**src/rtl/ahb_mtx_dec_param_pkg.sv**
```systemverilog
// Shared definitions for the bus-matrix decoder slice.
//   - AHB HTRANS / HRESP encodings
//   - default-slave FSM state type
//   - port_idx_w(n): width of an index that spans n ports plus the default slave
package ahb_mtx_pkg;

  localparam logic [1:0] HTRANS_IDLE   = 2'b00;
  localparam logic [1:0] HTRANS_BUSY   = 2'b01;
  localparam logic [1:0] HTRANS_NONSEQ = 2'b10;
  localparam logic [1:0] HTRANS_SEQ    = 2'b11;

  localparam logic [1:0] HRESP_OKAY    = 2'b00;
  localparam logic [1:0] HRESP_ERROR   = 2'b01;

  typedef enum logic [1:0] {
    DFT_IDLE = 2'd0,
    DFT_ERR1 = 2'd1,
    DFT_ERR2 = 2'd2
  } dft_state_e;

  function automatic int unsigned port_idx_w(input int unsigned n);
    return $clog2(n + 1);
  endfunction

endpackage

```
**src/rtl/ahb_mtx_dec_param_if.sv**
```systemverilog
// Bus-side signals of one decoder instance.
//   slave  : decoder view (address/control and per-port responses in,
//            selects and muxed response out)
//   master : view of whatever drives the decoder (input stage / bench)
interface ahb_mtx_dec_param_if #(
  parameter int unsigned NUM_PORTS = 4,
  parameter int unsigned ADDR_LSB  = 10
);
  logic                      HREADYS;
  logic                      sel_dec;
  logic [31:ADDR_LSB]        decode_addr_dec;
  logic [1:0]                trans_dec;
  logic [NUM_PORTS-1:0]      active_dec_i;
  logic [NUM_PORTS-1:0]      readyout_dec_i;
  logic [2*NUM_PORTS-1:0]    resp_dec_i;
  logic [32*NUM_PORTS-1:0]   rdata_dec_i;

  logic [NUM_PORTS-1:0]      sel_dec_o;
  logic                      active_dec;
  logic                      HREADYOUTS;
  logic [1:0]                HRESPS;
  logic [31:0]               HRDATAS;

  modport slave (
    input  HREADYS, sel_dec, decode_addr_dec, trans_dec,
           active_dec_i, readyout_dec_i, resp_dec_i, rdata_dec_i,
    output sel_dec_o, active_dec, HREADYOUTS, HRESPS, HRDATAS
  );

  modport master (
    output HREADYS, sel_dec, decode_addr_dec, trans_dec,
           active_dec_i, readyout_dec_i, resp_dec_i, rdata_dec_i,
    input  sel_dec_o, active_dec, HREADYOUTS, HRESPS, HRDATAS
  );

endinterface

```
**src/rtl/ahb_mtx_dec_param_dflt_slv.sv**
```systemverilog
// Default slave for unmapped addresses: two-cycle ERROR response
// (ERR1: not ready, ERR2: ready) plus a saturating error counter.
// Ports:
//   HCLK, HRESETn  clock, asynchronous active-low reset
//   dft_sel        default slave addressed and HSEL asserted
//   HREADYS        input-stage HREADY
//   trans_act      HTRANS[1] (NONSEQ or SEQ)
//   dft_ready      registered HREADYOUT of the default slave
//   dft_resp       registered HRESP of the default slave
//   err_count      number of ERROR responses started, saturating
module ahb_mtx_dflt_slv
  import ahb_mtx_pkg::*;
#(
  parameter int unsigned ERRCNT_W = 8
) (
  input  logic                HCLK,
  input  logic                HRESETn,
  input  logic                dft_sel,
  input  logic                HREADYS,
  input  logic                trans_act,
  output logic                dft_ready,
  output logic [1:0]          dft_resp,
  output logic [ERRCNT_W-1:0] err_count
);

  dft_state_e          state_d, state_q;
  logic                ready_d, ready_q;
  logic [1:0]          resp_d, resp_q;
  logic [ERRCNT_W-1:0] cnt_d, cnt_q;
  logic                start_err;

  assign start_err = dft_sel & HREADYS & trans_act;

  always_comb begin
    state_d = state_q;
    ready_d = ready_q;
    resp_d  = resp_q;
    cnt_d   = cnt_q;
    unique case (state_q)
      // ERR2 behaves like IDLE for the next address phase, so a new
      // error can follow with no gap.
      DFT_IDLE, DFT_ERR2: begin
        if (start_err) begin
          state_d = DFT_ERR1;
          ready_d = 1'b0;
          resp_d  = HRESP_ERROR;
        end else begin
          state_d = DFT_IDLE;
          ready_d = 1'b1;
          resp_d  = HRESP_OKAY;
        end
      end
      // Advances regardless of HREADYS: this slave owns the ready.
      DFT_ERR1: begin
        state_d = DFT_ERR2;
        ready_d = 1'b1;
        resp_d  = HRESP_ERROR;
      end
      default: begin
        state_d = DFT_IDLE;
        ready_d = 1'b1;
        resp_d  = HRESP_OKAY;
      end
    endcase
    // ERR1 lasts exactly one cycle, so entering it marks a new error.
    if ((state_d == DFT_ERR1) && (cnt_q != '1)) begin
      cnt_d = cnt_q + 1'b1;
    end
  end

  always_ff @(posedge HCLK or negedge HRESETn) begin
    if (!HRESETn) begin
      state_q <= DFT_IDLE;
      ready_q <= 1'b1;
      resp_q  <= HRESP_OKAY;
      cnt_q   <= '0;
    end else begin
      state_q <= state_d;
      ready_q <= ready_d;
      resp_q  <= resp_d;
      cnt_q   <= cnt_d;
    end
  end

  assign dft_ready = ready_q;
  assign dft_resp  = resp_q;
  assign err_count = cnt_q;

endmodule

```
**src/rtl/ahb_mtx_dec_param.sv**
```systemverilog
// Bus-matrix address decoder for one input port.
// Decodes HADDR[31:ADDR_LSB] against NUM_PORTS base/mask regions (lowest
// index wins), drives one-hot output-stage selects, routes unmapped
// addresses to an internal default slave, and muxes the data-phase
// response from the port registered at the end of the address phase.
// Ports:
//   HCLK, HRESETn  clock, asynchronous active-low reset
//   bus            decoder side of ahb_mtx_dec_param_if (slave modport)
//   err_count      saturating count of default-slave ERROR responses
module ahb_mtx_dec_param
  import ahb_mtx_pkg::*;
#(
  parameter int unsigned NUM_PORTS = 4,
  parameter int unsigned ADDR_LSB  = 10,
  parameter logic [NUM_PORTS*(32-ADDR_LSB)-1:0] REGION_BASE = '0,
  parameter logic [NUM_PORTS*(32-ADDR_LSB)-1:0] REGION_MASK = '0,
  parameter int unsigned ERRCNT_W  = 8
) (
  input  logic                HCLK,
  input  logic                HRESETn,
  ahb_mtx_dec_param_if.slave  bus,
  output logic [ERRCNT_W-1:0] err_count
);

  localparam int unsigned     RW      = 32 - ADDR_LSB;
  localparam int unsigned     IDX_W   = port_idx_w(NUM_PORTS);
  localparam logic [IDX_W-1:0] DFT_IDX = IDX_W'(NUM_PORTS);

  logic [RW-1:0]        addr;
  logic [IDX_W-1:0]     hit_port;
  logic                 hit_found;
  logic [IDX_W-1:0]     addr_port;
  logic [IDX_W-1:0]     data_port_d, data_port_q;
  logic [NUM_PORTS-1:0] sel_o;
  logic                 active_o;
  logic                 dft_sel;
  logic                 dft_ready;
  logic [1:0]           dft_resp;
  logic                 ready_o;
  logic [1:0]           resp_o;
  logic [31:0]          rdata_o;

  assign addr = bus.decode_addr_dec;

  always_comb begin
    hit_port  = DFT_IDX;
    hit_found = 1'b0;
    for (int unsigned i = 0; i < NUM_PORTS; i++) begin
      if (!hit_found &&
          ((addr & REGION_MASK[i*RW +: RW]) ==
           (REGION_BASE[i*RW +: RW] & REGION_MASK[i*RW +: RW]))) begin
        hit_found = 1'b1;
        hit_port  = IDX_W'(i);
      end
    end
    // Stay on the current data-phase port during IDLE so selects do not
    // toggle between transfers.
    addr_port = hit_port;
    if ((bus.trans_dec == HTRANS_IDLE) && (data_port_q != DFT_IDX)) begin
      addr_port = data_port_q;
    end
  end

  always_comb begin
    sel_o    = '0;
    active_o = 1'b1;
    for (int unsigned i = 0; i < NUM_PORTS; i++) begin
      if (addr_port == IDX_W'(i)) begin
        sel_o[i] = bus.sel_dec;
        active_o = bus.active_dec_i[i];
      end
    end
  end

  assign dft_sel = bus.sel_dec & (addr_port == DFT_IDX);

  assign data_port_d = bus.HREADYS ? addr_port : data_port_q;

  always_ff @(posedge HCLK or negedge HRESETn) begin
    if (!HRESETn) begin
      data_port_q <= DFT_IDX;
    end else begin
      data_port_q <= data_port_d;
    end
  end

  ahb_mtx_dflt_slv #(
    .ERRCNT_W (ERRCNT_W)
  ) u_dflt_slv (
    .HCLK      (HCLK),
    .HRESETn   (HRESETn),
    .dft_sel   (dft_sel),
    .HREADYS   (bus.HREADYS),
    .trans_act (bus.trans_dec[1]),
    .dft_ready (dft_ready),
    .dft_resp  (dft_resp),
    .err_count (err_count)
  );

  always_comb begin
    ready_o = dft_ready;
    resp_o  = dft_resp;
    rdata_o = '0;
    for (int unsigned i = 0; i < NUM_PORTS; i++) begin
      if (data_port_q == IDX_W'(i)) begin
        ready_o = bus.readyout_dec_i[i];
        resp_o  = bus.resp_dec_i[2*i +: 2];
        rdata_o = bus.rdata_dec_i[32*i +: 32];
      end
    end
  end

  assign bus.sel_dec_o  = sel_o;
  assign bus.active_dec = active_o;
  assign bus.HREADYOUTS = ready_o;
  assign bus.HRESPS     = resp_o;
  assign bus.HRDATAS    = rdata_o;

endmodule

```
**src/flat_wrapper.sv**
```systemverilog
// flat-port wrapper written by rule: the top's interface ports become plain ports
module ahb_mtx_dec_param_flat import ahb_mtx_pkg::*;
#(
  parameter int unsigned NUM_PORTS = 4,
  parameter int unsigned ADDR_LSB  = 10,
  parameter logic [NUM_PORTS*(32-ADDR_LSB)-1:0] REGION_BASE = '0,
  parameter logic [NUM_PORTS*(32-ADDR_LSB)-1:0] REGION_MASK = '0,
  parameter int unsigned ERRCNT_W  = 8
)
  (HCLK, HRESETn, err_count, bus_HREADYS, bus_sel_dec, bus_decode_addr_dec, bus_trans_dec, bus_active_dec_i, bus_readyout_dec_i, bus_resp_dec_i, bus_rdata_dec_i, bus_sel_dec_o, bus_active_dec, bus_HREADYOUTS, bus_HRESPS, bus_HRDATAS);
  ahb_mtx_dec_param_if #(.NUM_PORTS(NUM_PORTS), .ADDR_LSB(ADDR_LSB)) bus_i ();
  input  logic HCLK;
  input  logic HRESETn;
  output logic [ERRCNT_W-1:0] err_count;
  input wire logic [$bits(bus_i.HREADYS)-1:0] bus_HREADYS;
  input wire logic [$bits(bus_i.sel_dec)-1:0] bus_sel_dec;
  input wire logic [$bits(bus_i.decode_addr_dec)-1:0] bus_decode_addr_dec;
  input wire logic [$bits(bus_i.trans_dec)-1:0] bus_trans_dec;
  input wire logic [$bits(bus_i.active_dec_i)-1:0] bus_active_dec_i;
  input wire logic [$bits(bus_i.readyout_dec_i)-1:0] bus_readyout_dec_i;
  input wire logic [$bits(bus_i.resp_dec_i)-1:0] bus_resp_dec_i;
  input wire logic [$bits(bus_i.rdata_dec_i)-1:0] bus_rdata_dec_i;
  output wire logic [$bits(bus_i.sel_dec_o)-1:0] bus_sel_dec_o;
  output wire logic [$bits(bus_i.active_dec)-1:0] bus_active_dec;
  output wire logic [$bits(bus_i.HREADYOUTS)-1:0] bus_HREADYOUTS;
  output wire logic [$bits(bus_i.HRESPS)-1:0] bus_HRESPS;
  output wire logic [$bits(bus_i.HRDATAS)-1:0] bus_HRDATAS;
  assign bus_i.HREADYS = bus_HREADYS;
  assign bus_i.sel_dec = bus_sel_dec;
  assign bus_i.decode_addr_dec = bus_decode_addr_dec;
  assign bus_i.trans_dec = bus_trans_dec;
  assign bus_i.active_dec_i = bus_active_dec_i;
  assign bus_i.readyout_dec_i = bus_readyout_dec_i;
  assign bus_i.resp_dec_i = bus_resp_dec_i;
  assign bus_i.rdata_dec_i = bus_rdata_dec_i;
  assign bus_sel_dec_o = bus_i.sel_dec_o;
  assign bus_active_dec = bus_i.active_dec;
  assign bus_HREADYOUTS = bus_i.HREADYOUTS;
  assign bus_HRESPS = bus_i.HRESPS;
  assign bus_HRDATAS = bus_i.HRDATAS;
  ahb_mtx_dec_param #(.NUM_PORTS(NUM_PORTS), .ADDR_LSB(ADDR_LSB), .REGION_BASE(REGION_BASE), .REGION_MASK(REGION_MASK), .ERRCNT_W(ERRCNT_W)) u_core (.HCLK(HCLK), .HRESETn(HRESETn), .bus(bus_i), .err_count(err_count));
endmodule
```
**config.mk**
```make
export PLATFORM = sky130hd
export DESIGN_NAME = ahb_mtx_dec_param_flat
export DESIGN_NICKNAME = d
export VERILOG_FILES = /design/src/rtl/ahb_mtx_dec_param_pkg.sv /design/src/rtl/ahb_mtx_dec_param_if.sv /design/src/rtl/ahb_mtx_dec_param_dflt_slv.sv /design/src/rtl/ahb_mtx_dec_param.sv /design/src/flat_wrapper.sv
export SDC_FILE = /design/constraint.sdc
export NUM_CORES = 1
export LEC_CHECK = 0
export CORE_MARGIN = 5
export CORE_UTILIZATION = 27
export DETAILED_ROUTE_END_ITERATION = 6
export PLACE_DENSITY_LB_ADDON = 0.12
export SKIP_CTS_REPAIR_TIMING = 1
export SYNTH_ARGS = -nofsm -noshare
export SYNTH_HDL_FRONTEND = slang
export SYNTH_SLANG_ARGS = --single-unit
```
**constraint.sdc**
```tcl
create_clock -name HCLK -period 3.1 [get_ports HCLK]
set_input_delay 0.62 -clock HCLK [delete_from_list [all_inputs] [get_ports HCLK]]
set_output_delay 0.62 -clock HCLK [all_outputs]
set_load 0.01 [all_outputs]
```
=== Word level (Yosys, flattened, before mapping) ===
Cells that the tools add are included.

* Output and inout port bits: 48
* Logic and storage cells: 54
* Register bits: 16
* Bits of input ports: 172

* Equal/unequal tests: 12
* Reduce and logical (&&, ||, !) cells: 7
* Bitwise operators: 3
* Mux-type cells: 26
* Add/sub/neg operators: 1

{| class="wikitable"
|+ Operators with widths
! cell !! number
|-
| 2-to-1 mux 32 bit || 4
|-
| 2-to-1 mux 1 bit || 15
|-
| equality test 3 x 2 -> 1 bit, second input constant || 4
|-
| adder 8 x 1 -> 8 bit, second input constant || 1
|-
| 2-to-1 mux 2 bit || 4
|-
| inequality test 8 bit, second input constant || 1
|-
| case mux 2 bit (2 select lines) || 2
|-
| equality test 3 x 1 -> 1 bit, second input constant || 2
|-
| zero test 3 bit || 2
|-
| equality test 2 x 1 -> 1 bit, second input constant || 2
|-
| zero test 2 bit || 2
|-
| bitwise AND 1 bit || 3
|-
| equality test 3 bit, second input constant || 1
|-
| 2-to-1 mux 3 bit || 1
|-
| inequality test 3 bit, second input constant || 1
|-
| equality test 2 bit, second input constant || 1
|-
| logical AND 1 bit || 2
|-
| OR reduction 2 bit || 1
|}

=== Logic depth before layout (Yosys ltp) ===
* Depth after elaboration: 11
* Gate-level depth with buffers: 5
* Gate-level depth less buffers: 3

=== Hierarchy ===
A second synthesis with hierarchy kept.

* Cells, all modules: 162
* Area total of the unflattened synthesis: 1869.3 sq um

{| class="wikitable"
|+ By module, submodules not included
! module !! seq. area each (sq um) !! cells each !! area each (sq um) !! times used
|-
| ahb_mtx_dec_param || 76.3 || 115 || 1308.8 || 1
|-
| ahb_mtx_dflt_slv || 301.5 || 47 || 560.5 || 1
|}

=== Least setup slack after synthesis ===
No wires, ideal clock.

* Path kind: input to output
* Start: in bus_readyout_dec_i[3]
* End: out bus_HREADYOUTS
* Slack: 1.132 ns
* Arrival time: 1.348 ns
* Stages on the path: 2
* Buffers on the path: 0
* Data required time: 2.480 ns
* Path through: mux4_2 -> mux2_2

* Longest elaborated chain between the ends: 1

{| class="wikitable"
|+ RTL lines
! item !! RTL line !! RTL
|-
| start: declaration || flat_wrapper.sv:20 || <nowiki>input wire logic [$bits(bus_i.readyout_dec_i)-1:0] bus_readyout_dec_i;</nowiki>
|-
| 2-to-1 mux 1 bit || ahb_mtx_dec_param.sv:105 || <nowiki>if (data_port_q == IDX_W'(i)) begin</nowiki>
|-
| end: declaration || flat_wrapper.sv:25 || <nowiki>output wire logic [$bits(bus_i.HREADYOUTS)-1:0] bus_HREADYOUTS;</nowiki>
|}

Every way passes these cells.

=== Worst setup path after layout ===
* Start: reg u_core.data_port_q[0]
* End: out bus_HRDATAS[2]

* Longest elaborated chain between the ends: 5
* Elaborated cells between the ends (all ways): 8
* Those cells by class: eq/ne: 3; mux: 4; reduce/logical: 1

{| class="wikitable"
|+ RTL lines
! item !! RTL line !! RTL
|-
| start: declaration || ahb_mtx_dec_param.sv:33 || <nowiki>logic [IDX_W-1:0] data_port_d, data_port_q;</nowiki>
|-
| start signal: assignment || ahb_mtx_dec_param.sv:83 || <nowiki>data_port_q <= data_port_d;</nowiki>
|-
| zero test 3 bit || ahb_mtx_dec_param.sv:105 ||
|-
| 2-to-1 mux 32 bit (3 in a row) || ahb_mtx_dec_param.sv:105 ||
|-
| 2-to-1 mux 32 bit * || ahb_mtx_dec_param.sv:105 ||
|-
| end: declaration || flat_wrapper.sv:27 || <nowiki>output wire logic [$bits(bus_i.HRDATAS)-1:0] bus_HRDATAS;</nowiki>
|}

Mark *: on every way between the ends. The rest lies on a longest branch, timed or not.

==> summary.txt <==
Floorplan
  • Die Span Y: slightly below 90 um
  • I/O pin total: 220
  • Die width: approximately 88 um
  • Starting density of the core: 0.2788
  • DIE AREA: between 7000 and 8000 um2
  • Area inside the core boundary: approximately 6000 um2
  • FP Rows: 28

Flow run
  • Total of max-cap violations: 0

Clock network
  • Insertion delay of the later-clocked pin in the worst-skew pair: ~0.24 ns
  • Clock transition at path regs: 0.06 ns
  • Clock tree sinks: 15
  • Clock root cell: sky130_fd_sc_hd__clkbuf_8
  • CTS HTree Levels: 1
  • CTS tree: built
  • Maximum number of buffers from clock root to sink: 2
  • Inserted Clock Buffers: 3

Critical path
  • Nature of the critical path endpoint: output port
  • Depth of the most critical reg-to-reg path: 2
  • Req. time, crit path: about 2.5 ns
  • Combined buffer and inverter count along the critical path: 2
  • Critical-path cell list: buf_4 -> mux4_2 -> nor2b_1 -> clkdlybuf4s50_1
  • Critical path launch point type: flop
  • Crit-path max cell delay: 0.57 ns
  • Logic depth of the worst path, buffers included: 4
  • Kind of cell adding the most delay to the critical path: buffers and inverters
  • CP max stage cell: sky130_fd_sc_hd__dfrtp_2
  • Critical path start-end classification: flop to output port
  • Biggest fanout along the worst timing path: 14
  • Critical path data arrival time: around 2.3 ns

Global route
  • Number of antenna violations at the first check in global routing: 0
  • Number of global-route vias before repair: roughly 1900
  • Wire length of the first global-routing pass: about 11000 um
  • Total GRT Usage: 0.1848
  • Residual overflow from global routing: 0
  • Largest net degree at the start of global routing: 34

Route
  • Routed Antenna Nets: 0
  • Vias: 1819
  • WL per Instance: just under 20 um
  • Average via count per standard cell: approximately 4.6
  • Detailed-router iteration count before antenna repair: 4
  • Wire length reported by the detailed router: just under 8000 um
  • Drt drc: 0
  • Number of DRC violations after detailed-routing iteration 0: 33

Synth
  • Area share of fa/ha/maj cells after synthesis: 0
  • Net count after synthesis: approximately 300
  • Synth Register Bits: 15
  • Main combinational cell family by area after synthesis: multiplexers
  • Share of synthesized registers carrying an async set or reset: 1.000
  • Synthesized instance count: 132
  • Post-synthesis simple-gate area fraction: 0.1748
  • Share of the synthesized area in compound gates (AO/OA/AOI/OAI): 0.02035
  • Number of flops mapped to enable cells by yosys: 0
  • Combined area of all synthesized cells: around 1700 um2
  • Post-Synth XOR/XNOR Area: 0
  • Primary flip-flop cell chosen by synthesis mapping: sky130_fd_sc_hd__dfrtp_1
  • Sequential element share of the synthesized area: 0.2276
  • Share of synthesized area spent on multiplexers: 0.4951
  • Syn Area/Cell: roughly 13 um2
  • Number of distinct library cells after synthesis: 23
  • Synth warnings: 0

Final layout
  • Leading cell type in the layout, fill and taps excluded: sky130_fd_sc_hd__clkdlybuf4s50_1
  • Ratio of cells with drive above 1 in the final layout: 0.1635
  • Fillers: roughly 510
  • Finished Layout Cells: just under 400
  • Diodes inserted: 0
  • Post-Layout Inst Area: 3726 um2
  • Most frequent cells in the layout: sky130_fd_sc_hd__clkdlybuf4s50_1, sky130_fd_sc_hd__mux4_2, sky130_fd_sc_hd__nor2b_1
  • Area growth, synth to finish: 124.4%
  • Final-stage net count: 491

Place
  • Inst Count DP: approximately 400
  • Instance area at placement: 3676 um2
  • Post-detail-place hpwl: roughly 6700 um
  • Buffers added on ports: just under 200
  • Gp weighted congestion: 0.8274

STA
  • Worst Skew: roughly 0.00033 ns
  • Sum of negative setup slack: 0 ns
  • Final-report setup violation count: 0
  • Relative slew slack: 0.5803
  • Final worst path period need: just under 3 ns
  • Slew Viols, Final: 0
  • Highest attainable clock frequency: 0.3458 GHz
  • Setup repair after global routing missed its margin: false
  • Post-route clock period utilization: 0.9329
  • Actual transition at the worst max-transition pin: 0.6276 ns
  • Hold Vio Cnt, Final: 0

Run status
  • Status: complete, no violations

Power
  • Leak Pwr: around 1.3 nW
  • Power density of the placed cells: roughly 180 nW/um2
  • Worst ir drop on vdd: 0.3817 mV
  • Total power: 664.7 uW

Min path
  • Hold path cells: 0
  • Worst min-delay path category: flop to flop
[worst paths after layout]
path | from | end | slack, ns
setup / recovery | u_core.data_port_q[0] | bus_HRDATAS[2] | 0.21
hold / removal | u_core.u_dflt_slv.err_count[0] | u_core.u_dflt_slv.err_count[0] | 0.37
setup reg to reg | u_core.data_port_q[2] | u_core.data_port_q[2] | 1.73
hold reg to reg | u_core.u_dflt_slv.err_count[0] | u_core.u_dflt_slv.err_count[0] | 0.37
max in group asynchronous | HRESETn | u_core.data_port_q[0] | 1.89
min in group asynchronous | HRESETn | u_core.u_dflt_slv.err_count[5] | 0.77
[state kept, by name (all words and copies together) (netlist names)]
| name | count |
|---|---|
| u_core.u_dflt_slv.dft_resp | 1 |
| u_core.u_dflt_slv.err_count | 8 |
| u_core.data_port_q | 3 |
| u_core.u_dflt_slv.dft_ready | 1 |
| u_core.u_dflt_slv.state_q | 2 |
[Yosys cell counts, types with 3 or more instances]
master	n	area, um2
sky130_fd_sc_hd__nor2_1	4	15.01
sky130_fd_sc_hd__mux4_2	35	788.3
sky130_fd_sc_hd__dfrtp_1	13	325.3
sky130_fd_sc_hd__and2_1	3	18.77
sky130_fd_sc_hd__buf_6	5	56.30
sky130_fd_sc_hd__nand3_1	3	15.01
sky130_fd_sc_hd__clkbuf_1	11	41.29
sky130_fd_sc_hd__mux2_2	3	33.78
sky130_fd_sc_hd__nor2b_1	35	219.0
sky130_fd_sc_hd__buf_2	4	20.02
[power breakdown]
| part | leakage (nW) | internal [mW] | switching [mW] |
|---|---|---|---|
| logic | 1.13 | 0.246 | 0.0678 |
| registers | 0.196 | 0.200 | 0.00107 |
| clock network | 0.0228 | 0.0907 | 0.0594 |
| total | 1.35 | 0.536 | 0.128 |
[metrics by stage]
stage                     utilization  hold WS [ns]  setup WS (ns)
final                          0.6256        0.3745         0.2079
after CTS                      0.6248        0.3796         0.1640
after detailed placement       0.6172        0.3645         0.1916
after global placement         0.6172        0.3641         0.1945
after floorplan                     -        0.3244          1.132
after global routing           0.6256        0.3976        0.07639
[per-layer routing]
metal	global-route usage	vias up	part of all wire
li1	-	864	-
met1	0.2414	862	0.38
met2	0.3283	85	0.53
met3	0.02793	8	0.076
met4	0.03159	0	0.012
met5	0	-	0
[area by class of cell]
cell class / instances / area, um2 / area share
clock buffer: 4 / 45.04 / 0.01209
inverter: 2 / 7.507 / 0.002015
multi-input combinational: 94 / 1159 / 0.3109
sequential: 15 / 379.1 / 0.1017
tap: 75 / 93.84 / 0.02518
timing repair buffer: 203 / 2042 / 0.5480
[cells by family after synthesis]
kind of cell | count (synthesis)
AOI/OAI and AO/OA | 5
DFF | 15
muxes | 38
buffers and inverters | 23
and+or+nand+nor | 49
other | 2
(Power assumes the default switching activity.)
